$ cat src/rtl/serial_reg_writer.sv
// Serial command link (cs/clk/dat) to single-cycle register write bridge.
// Optional odd-parity bit per frame when SERIAL_PARITY_EN is defined.
module serial_reg_writer #(
    parameter int SYNC_STAGES = 2
) (
    input  logic       clk,
    input  logic       rst_n,
    input  logic       ser_cs_n,
    input  logic       ser_clk,
    input  logic       ser_dat,
    output logic       write_strobe,
    output logic [2:0] address,
    output logic [4:0] data,
    output logic       busy,
    output logic       frame_err
);

`ifdef SERIAL_PARITY_EN
    localparam int FRAME_BITS = 9;
`else
    localparam int FRAME_BITS = 8;
`endif
    localparam logic [3:0] FRAME_CNT = 4'(FRAME_BITS);

    typedef enum logic [2:0] {
        IDLE   = 3'd0,
        SHIFT  = 3'd1,
        HOLD   = 3'd2,
        STROBE = 3'd3,
        ERR    = 3'd4
    } state_t;

    logic [SYNC_STAGES-1:0] cs_sync_reg, clk_sync_reg, dat_sync_reg, valid_reg;
    logic                   cs_hist_reg, clk_hist_reg, armed_reg;
    logic                   cs_last, clk_last, dat_last;
    logic                   cs_fall, cs_rise, clk_rise;

    state_t                  state_reg, state_next;
    logic [3:0]              cnt_reg, cnt_next;
    logic [FRAME_BITS-1:0]   shift_reg, shift_next;
    logic                    overrun_reg, overrun_next;
    logic [2:0]              address_reg;
    logic [4:0]              data_reg;
    logic                    parity_ok;
    logic [7:0]              payload;

    assign cs_last  = cs_sync_reg[SYNC_STAGES-1];
    assign clk_last = clk_sync_reg[SYNC_STAGES-1];
    assign dat_last = dat_sync_reg[SYNC_STAGES-1];

    // A frame already open when reset is released must not appear as a new one:
    // a falling edge only counts once a genuine high level has been sampled.
    assign cs_fall  = armed_reg & cs_hist_reg & ~cs_last;
    assign cs_rise  = ~cs_hist_reg & cs_last;
    assign clk_rise = ~clk_hist_reg & clk_last;

    always_ff @(posedge clk) begin
        if (!rst_n) begin
            cs_sync_reg  <= '1;
            clk_sync_reg <= '0;
            dat_sync_reg <= '0;
            valid_reg    <= '0;
            cs_hist_reg  <= 1'b1;
            clk_hist_reg <= 1'b0;
            armed_reg    <= 1'b0;
        end else begin
            cs_sync_reg  <= {cs_sync_reg[SYNC_STAGES-2:0], ser_cs_n};
            clk_sync_reg <= {clk_sync_reg[SYNC_STAGES-2:0], ser_clk};
            dat_sync_reg <= {dat_sync_reg[SYNC_STAGES-2:0], ser_dat};
            valid_reg    <= {valid_reg[SYNC_STAGES-2:0], 1'b1};
            cs_hist_reg  <= cs_last;
            clk_hist_reg <= clk_last;
            if (valid_reg[SYNC_STAGES-1] && cs_last) begin
                armed_reg <= 1'b1;
            end
        end
    end

    assign payload = shift_reg[FRAME_BITS-1 -: 8];
`ifdef SERIAL_PARITY_EN
    assign parity_ok = ^shift_reg;
`else
    assign parity_ok = 1'b1;
`endif

    always_ff @(posedge clk) begin
        if (!rst_n) begin
            state_reg   <= IDLE;
            cnt_reg     <= '0;
            shift_reg   <= '0;
            overrun_reg <= 1'b0;
            address_reg <= '0;
            data_reg    <= '0;
        end else begin
            state_reg   <= state_next;
            cnt_reg     <= cnt_next;
            shift_reg   <= shift_next;
            overrun_reg <= overrun_next;
            if (state_next == STROBE && state_reg != STROBE) begin
                address_reg <= payload[7:5];
                data_reg    <= payload[4:0];
            end
        end
    end

    always_comb begin
        state_next   = state_reg;
        cnt_next     = cnt_reg;
        shift_next   = shift_reg;
        overrun_next = overrun_reg;
        case (state_reg)
            IDLE: begin
                if (cs_fall) begin
                    cnt_next     = '0;
                    shift_next   = '0;
                    overrun_next = 1'b0;
                    state_next   = SHIFT;
                end
            end
            SHIFT: begin
                // cs release wins over a coincident clock edge
                if (cs_rise) begin
                    state_next = ERR;
                end else if (clk_rise) begin
                    shift_next = {shift_reg[FRAME_BITS-2:0], dat_last};
                    cnt_next   = cnt_reg + 4'd1;
                    if (cnt_next == FRAME_CNT) begin
                        state_next = HOLD;
                    end
                end
            end
            HOLD: begin
                if (cs_rise) begin
                    state_next = (overrun_reg || !parity_ok) ? ERR : STROBE;
                end else if (clk_rise) begin
                    overrun_next = 1'b1;
                end
            end
            STROBE, ERR: begin
                if (cs_fall) begin
                    cnt_next     = '0;
                    shift_next   = '0;
                    overrun_next = 1'b0;
                    state_next   = SHIFT;
                end else begin
                    state_next = IDLE;
                end
            end
            default: state_next = IDLE;
        endcase
    end

    always_comb begin
        write_strobe = (state_reg == STROBE);
        frame_err    = (state_reg == ERR);
        address      = address_reg;
        data         = data_reg;
        busy         = ~cs_last;
    end

endmodule

$ cat config.mk
export PLATFORM = sky130hd
export DESIGN_NAME = serial_reg_writer
export DESIGN_NICKNAME = d
export VERILOG_FILES = /design/src/rtl/serial_reg_writer.sv
export SDC_FILE = /design/constraint.sdc
export NUM_CORES = 1
export LEC_CHECK = 0
export ABC_CLOCK_PERIOD_IN_PS = 2000
export BUFFER_PORTS_ARGS = -buffer_cell sky130_fd_sc_hd__buf_2
export CAP_MARGIN = 20
export CORE_ASPECT_RATIO = 1.25
export CORE_MARGIN = 1
export CORE_UTILIZATION = 25
export CTS_CLUSTER_SIZE = 20
export DETAILED_ROUTE_END_ITERATION = 16
export SYNTH_ARGS = -nofsm -noshare
export SYNTH_HDL_FRONTEND = slang
export SYNTH_SLANG_ARGS = --single-unit
$ cat constraint.sdc
create_clock -name clk -period 2 [get_ports clk]
set_input_delay 0.1 -clock clk [delete_from_list [all_inputs] [get_ports clk]]
set_output_delay 0.1 -clock clk [all_outputs]
set_load 0.01 [all_outputs]
# Word-level counts from Yosys, hierarchy flattened
# Index checks and enable logic that the tools add are counted.
# word_totals
ff_bits,35
inputBits,5
out_inout_bits,11
wordCells,64
# op_classes
addsub,1
n_eq_ne,12
muxes,21
bitwise,7
n_reduce_logical,9
# op_table
op,count
two-way mux 8 bit,3
two-way mux 3 bit,6
one-hot mux 8 bit (2 select lines),1
two-way mux 4 bit,3
one-hot mux 3 bit (4 select lines),1
"== test 3 x 2 -> 1 bit, second input constant",3
"!= test 2 bit, second input constant",4
one-hot mux 4 bit (2 select lines),1
AND reduction 4 bit,2
two-way mux 1 bit,5
"adder 4 x 1 -> 4 bit, second input constant",1
AND 1 bit,4
"== test 4 bit, second input constant",1
nonzero test 2 bit,2
"== test 3 x 1 -> 1 bit, second input constant",1
"== test 3 bit, second input constant",1
logical NOT 3 bit,1
"!= test 3 x 2 -> 1 bit, second input constant",1
inverter 1 bit,3
OR reduction 3 bit,1
logical AND 1 bit,2
"!= test 2 x 1 -> 1 bit, second input constant",1
one-hot mux 1 bit (2 select lines),1
OR reduction 2 bit,1

# Longest topological paths before layout
# Gate-level depths: netlist (run 1).
# logic_depth
depth_word,8
mapped_depth,6
mapped_depth_nobuf,4

# Least setup slack after synthesis (run 1)
# OpenSTA, ideal clock, no wires.
# synth_path
path_type,flip-flop to flip-flop
start,reg state_reg[0]
end,reg address_reg[0] (netlist: address[0])
setup_time_ns,0.128
arrival_ns,1.368
required_time_ns,1.872
path_slack_ns,0.504
path_stages_with_launch,7
n_path_buf,2
synth_period_minus_slack_ns,1.496
cell_sequence,dfxtp_1 -> buf_6 -> or4b_4 -> nand2b_4 -> buf_6 -> mux2i_1 -> nor2_1
# synth_between
elab_chain_cells,6
word_cells_on_any_way,15
classes_between,6 x eq/ne; 6 x mux; 3 x reduce/logical
# synth_lines
item,line_no,rtl
"start, declared",38,"state_t state_reg, state_next;"
"start signal, assigned",95,state_reg <= state_next;
two-way mux 3 bit,127,if (cnt_next == FRAME_CNT) begin
two-way mux 3 bit,124,end else if (clk_rise) begin
two-way mux 3 bit,122,if (cs_rise) begin
one-hot mux 3 bit (4 select lines),111,case (state_reg)
== test 3 x 2 -> 1 bit,99,if (state_next == STROBE && state_reg != STROBE) begin
logical AND 1 bit *,99,
"end signal, assigned",100,address_reg <= payload[7:5];
"end, declared",42,logic [2:0] address_reg;
# Mark *: on every way between the ends. The rest lies on a longest branch, timed or not.
# A chain may end at the register's enable or synchronous reset.

# Final worst setup path (run 1)
# layout_path
start,reg state_reg[1]
end,reg data_reg[0] (netlist: data[0])
# layout_between
elab_chain_cells,6
word_cells_on_any_way,15
classes_between,6 x eq/ne; 6 x mux; 3 x reduce/logical
# layout_lines
item,line_no,rtl
two-way mux 3 bit,127,
two-way mux 3 bit,124,
two-way mux 3 bit,122,
one-hot mux 3 bit (4 select lines),111,
== test 3 x 2 -> 1 bit,99,
logical AND 1 bit *,99,
"end signal, assigned",101,data_reg <= payload[4:0];
"end, declared",43,logic [4:0] data_reg;
# Marks and branches as above.

==> flow_summary.json, run 1 <==
{
  "die_x_um": 66.9,
  "holdCritPathClass": "input pin to flip-flop",
  "finalHoldViolCount": 0,
  "setup_ws_ns": 0.432,
  "dieHeight_um": 83.1,
  "port-buffer-count": 15,
  "drt_iter0_drc": 13,
  "max_cap_violations": 0,
  "cpPeakStageDelay_ns": 0.51,
  "fin_crit_sh": 0.784,
  "cp-start-kind": "flip-flop",
  "yosysTopAreaCell": "dfxtp_1",
  "fin_setup_tns_ns": 0,
  "cp_slowest_cell": "or4b_4",
  "clock-sinks": 35,
  "synth-seq-area-share": 0.533,
  "synth_area_leaders": "dfxtp_1, mux2i_1, nand2_1, o22ai_1, nor2_1",
  "fin_skew_ns": 0.00684,
  "via_per_inst": 4.56,
  "die_area_mm2": 0.00556,
  "ant_nets": 0,
  "synth_top_cell_area_share": 0.533,
  "yosysMostFrequentCell": "dfxtp_1",
  "drt-pass1-iter-count": 4,
  "synthMuxAreaShare": 0.0609,
  "cts_max_level": 2,
  "cp_cell_sequence": "or4b_4, nand2b_4, mux2i_1, nor2_1",
  "p_sw_frac": 0.208,
  "start_util": 0.259,
  "synthXorXnorAreaFrac": 0.00666,
  "rsz0062_at_grt": "false",
  "syn_nets": 140,
  "overflow": 0,
  "synth_top_family_by_area": "simple AND/OR/NAND/NOR gates",
  "power_frac_comb": 0.032,
  "power_density_mw_per_mm2": 815,
  "dp_hpwl_um": 1620,
  "synthTopCellsByCount": "dfxtp_1, nand2_1, nor2_1",
  "yosys_warnings": 0,
  "avgSynthCellArea_um2": 9.81,
  "hold-path-cell-count": 2,
  "synth_fa_ha_area_frac": 0.00951,
  "worst_ep_required_time_ns": 2.15,
  "post-place-ws_ns": 0.450,
  "place.gp.congestion": 0.726,
  "antenna_found_initial": 0,
  "internal_power_uw": 995,
  "status": "completed",
  "num_antenna_cells": 0,
  "num_vias": 975,
  "largest_reg_flops": 8,
  "p_leak_uw": 0.000685,
  "clk_pin_slew_ns": 0.07,
  "r2r_cells": 4,
  "p_sw_uw": 261,
  "io_pins": 16,
  "slew_headroom": 0.696,
  "synth_ff_type": "dfxtp_1",
  "clk-insertion-delay-late_ns": 0.28,
  "seq_power_share": 0.569,
  "area_growth_pct": 17.2,
  "final_core_util": 0.303,
  "synth_simple_gate_area_frac": 0.236,
  "grt_pass1_vias": 976,
  "ys_ff_latch": 35,
  "setup_violations": 0,
  "clock_power_share": 0.400,
  "cts_tree": "yes",
  "coreArea_mm2": 0.00508,
  "fmax_mhz": 638,
  "drc": 0,
  "synth_compound_area_frac": 0.110,
  "cts_buffers": 5,
  "worstPathMaxFanout": 9,
  "clockBufferDepth": 2,
  "wl_um": 2360,
  "peakVddDrop_v": 0.000435,
  "worst_pin_slew_ns": 0.455,
  "grt_usage": 0.104,
  "postSynth.asyncResetShare": 0,
  "ys_types": 34,
  "end_kind": "flip-flop",
  "synthCells": 134,
  "num_rows": 29,
  "slew_violations": 0,
  "grt_max_degree": 27,
  "wl_per_cell_um": 11.0,
  "synthesis.area_mm2": 0.00132,
  "cts_root_buf": "clkbuf_8",
  "drive_above_1_share": 0.184,
  "grt_pass1_wl_um": 4330,
  "critPathArrivalTime_ns": 1.72,
  "whs_ns": 0.0104,
  "synth_edf_count": 0,
  "worstSetupPathType": "flip-flop to flip-flop",
  "post-route-min-period_ns": 1.57,
  "final_nets": 158
}
through the flow:
step                      std cells  instance area, µm²  power, µW
after global placement          206                1440        769
after global routing            214                1540       1310
final                           214                1540       1260
after detailed placement        206                1440        769
after floorplan                 134                1320        758
after CTS                       214                1540       1280
layer usage:
| layer | share of wire | vias up | routed length, µm | GRT usage |
|---|---|---|---|---|
| met5 | 0 | - | 0 | 0 |
| met4 | 0.042 | 0 | 100 | 0.0870 |
| met3 | 0.034 | 6 | 80 | 0.0247 |
| met2 | 0.49 | 13 | 1150 | 0.162 |
| met1 | 0.44 | 450 | 1030 | 0.117 |
| li1 | - | 506 | - | - |
critical path, delay by kind of cell (launching register included):
kind / cells / cell delay, ns
flip-flops: 1 / 0.47
multiplexers: 1 / 0.17
AND/OR/NAND/NOR: 3 / 0.79
layout make-up:
cell class | count | area, µm²
multi-input cells | 88 | 557
flip-flops and latches | 35 | 701
inverters | 3 | 11.3
well taps | 62 | 77.6
repair buffers | 19 | 108
clock inverters | 1 | 5.00
fillers | 555 | 3540
clock buffers | 6 | 82.6
final timing paths:
kind / startpoint / to / slack, ns
max: state_reg[1] / data[0] / 0.43
min: ser_clk / clk_sync_reg[0] / 0.01
max reg2reg: state_reg[1] / data[0] / 0.43
min reg2reg: cs_sync_reg[0] / cs_sync_reg[1] / 0.40
power by group through the flow:
stage | Sequential, µW | Clock [µW] | Combinational (µW)
after global placement | 730 | 0 | 38.7
after detailed placement | 730 | 0 | 38.8
after floorplan | 727 | 0 | 30.7
after global routing | 716 | 550 | 45.8
after CTS | 714 | 523 | 40.5
final | 715 | 502 | 39.6
cell families after synthesis:
group / Yosys count
muxes: 8
xor gates and xnor gates: 1
adders and majority gates: 1
and+or+nand+nor: 57
AOI/OAI and AO/OA: 21
buffers and inverters: 11
DFF: 35
layout by cell type, fill, tap and decap left out, types with 4 or more instances in the layout:
cell type	count
clkbuf_8	6
nand2_1	16
nand3_1	4
dfxtp_1	35
nor2_1	11
o22ai_1	9
and2_1	6
mux2i_1	8
buf_2	15
what timing repair did:
action                    CTS  global route
resized for setup           0             0
hold buffers                1             0
hold endpoints to repair    1             0
setup buffers               0             0
No activity file was read; power rests on OpenSTA's default activity.
==> inputs of run 2 (changes only) <==
Settings changed: ABC_AREA set to 1, ABC_CLOCK_PERIOD_IN_PS 2000 to 1350.
Clock period 2 ns to 1.35 ns, I/O delays scaled along.
==> run 2 against run 1 <==
  * Total power rose by 66%
  * Non-clock buffer count rose by 8
  * Core utilization rose by 3.0 points
  * Critical path type unchanged
  * Largest cell class unchanged
==> flow_summary.json, run 2 <==
{
  "drc": 0,
  "status": "completed",
  "fin_crit_sh": 0.918,
  "antenna_found_initial": 0,
  "clockBufferDepth": 2,
  "ys_types": 21,
  "fin_area_mm2": 0.00174,
  "end_kind": "flip-flop",
  "num_antenna_cells": 0,
  "power_uw": 2090,
  "cts_max_level": 2,
  "grt_max_degree": 20,
  "placed_area_mm2": 0.00157,
  "clock-sinks": 35,
  "power_density_mw_per_mm2": 1200,
  "cp-start-kind": "flip-flop",
  "synthesis.area_mm2": 0.00139,
  "max_cap_violations": 0,
  "slew_headroom": 0.782,
  "grt_pass1_vias": 1014,
  "setup_violations": 0,
  "drt-met1-wl_um": 1260,
  "post-route-min-period_ns": 1.24,
  "worst_pin_slew_ns": 0.326,
  "port-buffer-count": 15,
  "io_pins": 16,
  "worstSetupPathType": "flip-flop to flip-flop",
  "area_growth_pct": 25.6,
  "grt_pass1_wl_um": 4310,
  "via_per_inst": 4.29,
  "die_area_mm2": 0.00585,
  "top_layer": "met4",
  "grt_usage": 0.0992,
  "dp.cells": 263,
  "met2_length_um": 1180,
  "cts_tree": "yes",
  "rsz0062_at_grt": "true",
  "die_x_um": 68.6,
  "wl_um": 2600,
  "dp_hpwl_um": 1850,
  "place.gp.congestion": 0.822,
  "synth_area_leaders": "dfxtp_1, nand2_1, nor2_1, nand3_1, a21oi_1",
  "yosysTopAreaCell": "dfxtp_1",
  "holdCritPathClass": "input pin to flip-flop",
  "fin_skew_ns": 0.00682,
  "cts_root_buf": "clkbuf_8",
  "start_util": 0.266,
  "ant_nets": 0,
  "syn_nets": 189,
  "avgSynthCellArea_um2": 7.58,
  "yosysMostFrequentCell": "nand2_1",
  "synth_ff_type": "dfxtp_1",
  "final_nets": 217,
  "postSynth.asyncResetShare": 0,
  "yosys_warnings": 0,
  "cts_buffers": 5,
  "num_vias": 1176,
  "fmax_mhz": 807,
  "ys_ff_latch": 35,
  "synth_top_cell_area_share": 0.505,
  "num_rows": 29,
  "drt-pass1-iter-count": 4,
  "largest_reg_flops": 8,
  "p_leak_uw": 0.000773,
  "drive_above_1_share": 0.245,
  "peakVddDrop_v": 0.000503,
  "slew_violations": 0,
  "clk_pin_slew_ns": 0.07,
  "critPathArrivalTime_ns": 1.42,
  "synthCells": 183,
  "worstPathMaxFanout": 13,
  "coreArea_mm2": 0.00523,
  "final_cell_mix": "nand2_1, dfxtp_1, nor2_1",
  "layout_commonest_cell": "nand2_1",
  "worst_ep_required_time_ns": 1.53,
  "synth_edf_count": 0,
  "clk-insertion-delay-late_ns": 0.29,
  "met3_length_um": 64,
  "finalHoldViolCount": 0,
  "synth-seq-area-share": 0.505,
  "dieHeight_um": 85.3,
  "wl_per_cell_um": 9.50,
  "overflow": 0,
  "synthTopCellsByCount": "nand2_1, dfxtp_1, nor2_1",
  "stdcell_count": 274,
  "drt_iter0_drc": 56
}
==> run 2: cell types whose count changed after synthesis, moves of 5 or more <==
cell,before,now
o22ai_1,9,0
inv_1,3,16
o21ai_0,2,11
inv_2,0,5
nand2_1,16,41
and2_1,6,0
a21oi_1,3,14
mux2i_1,8,0
nor2_1,11,25
nand3_1,4,18
==> run 2: layer usage <==
metal  vias to the layer above  global-route usage
li1                        630                   -
met1                       521               0.116
met2                        17               0.152
met3                         8              0.0242
met4                         0              0.0739
met5                         -                   0
==> run 2: path summary, 6_finish.rpt <==
kind         slack, ns       startpoint  cells past startpoint               to
min reg2reg       0.41  clk_sync_reg[0]                      2  clk_sync_reg[1]
max               0.11     state_reg[2]                      7     state_reg[0]
max reg2reg       0.11     state_reg[2]                      7     state_reg[0]
min               0.09            rst_n                      1     valid_reg[0]
==> run 2: final cells by class <==
cell class                 count  area [µm²]
tap                           62        77.6
timing repair buffer          27         173
clock inverter                 3        43.8
fill                         581        3480
clock buffer                   5        68.8
sequential                    35         706
inverter                      21        81.3
multi-input combinational    121         593
==> run 2: kinds of logic after synthesis <==
family	Yosys count	synth area share
flip-flops	35	0.505
AND/OR/NAND/NOR	92	0.297
buffers and inverters	27	0.0821
AO/OA/AOI/OAI	28	0.107
adder cells (fa/ha/maj)	1	0.00902
==> run 2: critical path, stage by stage (launching register included) <==
cell     delay (ns)
dfxtp_1        0.43
inv_2          0.08
nand3_1        0.11
nand2_1        0.12
nand2_4        0.15
nand2_1        0.07
a21oi_1        0.12
nor2_1         0.05
==> run 2: timing repair <==
action	CTS	global route
hold buffers	3	0
setup buffers	0	0
gates resized for setup	0	18
hold endpoints to repair	3	0
setup endpoints to repair	0	22
==> run 2: stage by stage <==
| stage | TNS, ns | hold slack (ns) | utilization | setup WS [ns] |
|---|---|---|---|---|
| after floorplan | 0 | 0.0952 | - | 0.131 |
| after global placement | 0 | 0.248 | 0.301 | 0.0530 |
| after detailed placement | 0 | 0.251 | 0.301 | 0.0444 |
| after CTS | 0 | 0.0854 | 0.328 | 0.0237 |
| after global routing | -0.0691 | 0.103 | 0.334 | -0.0235 |
| final | 0 | 0.0892 | 0.334 | 0.111 |
==> run 2: report_power, final <==
group | switching, µW | internal [µW] | total (µW)
clock network | 387 | 549 | 937
logic | 55.6 | 38.3 | 93.9
registers | 8.61 | 1050 | 1060
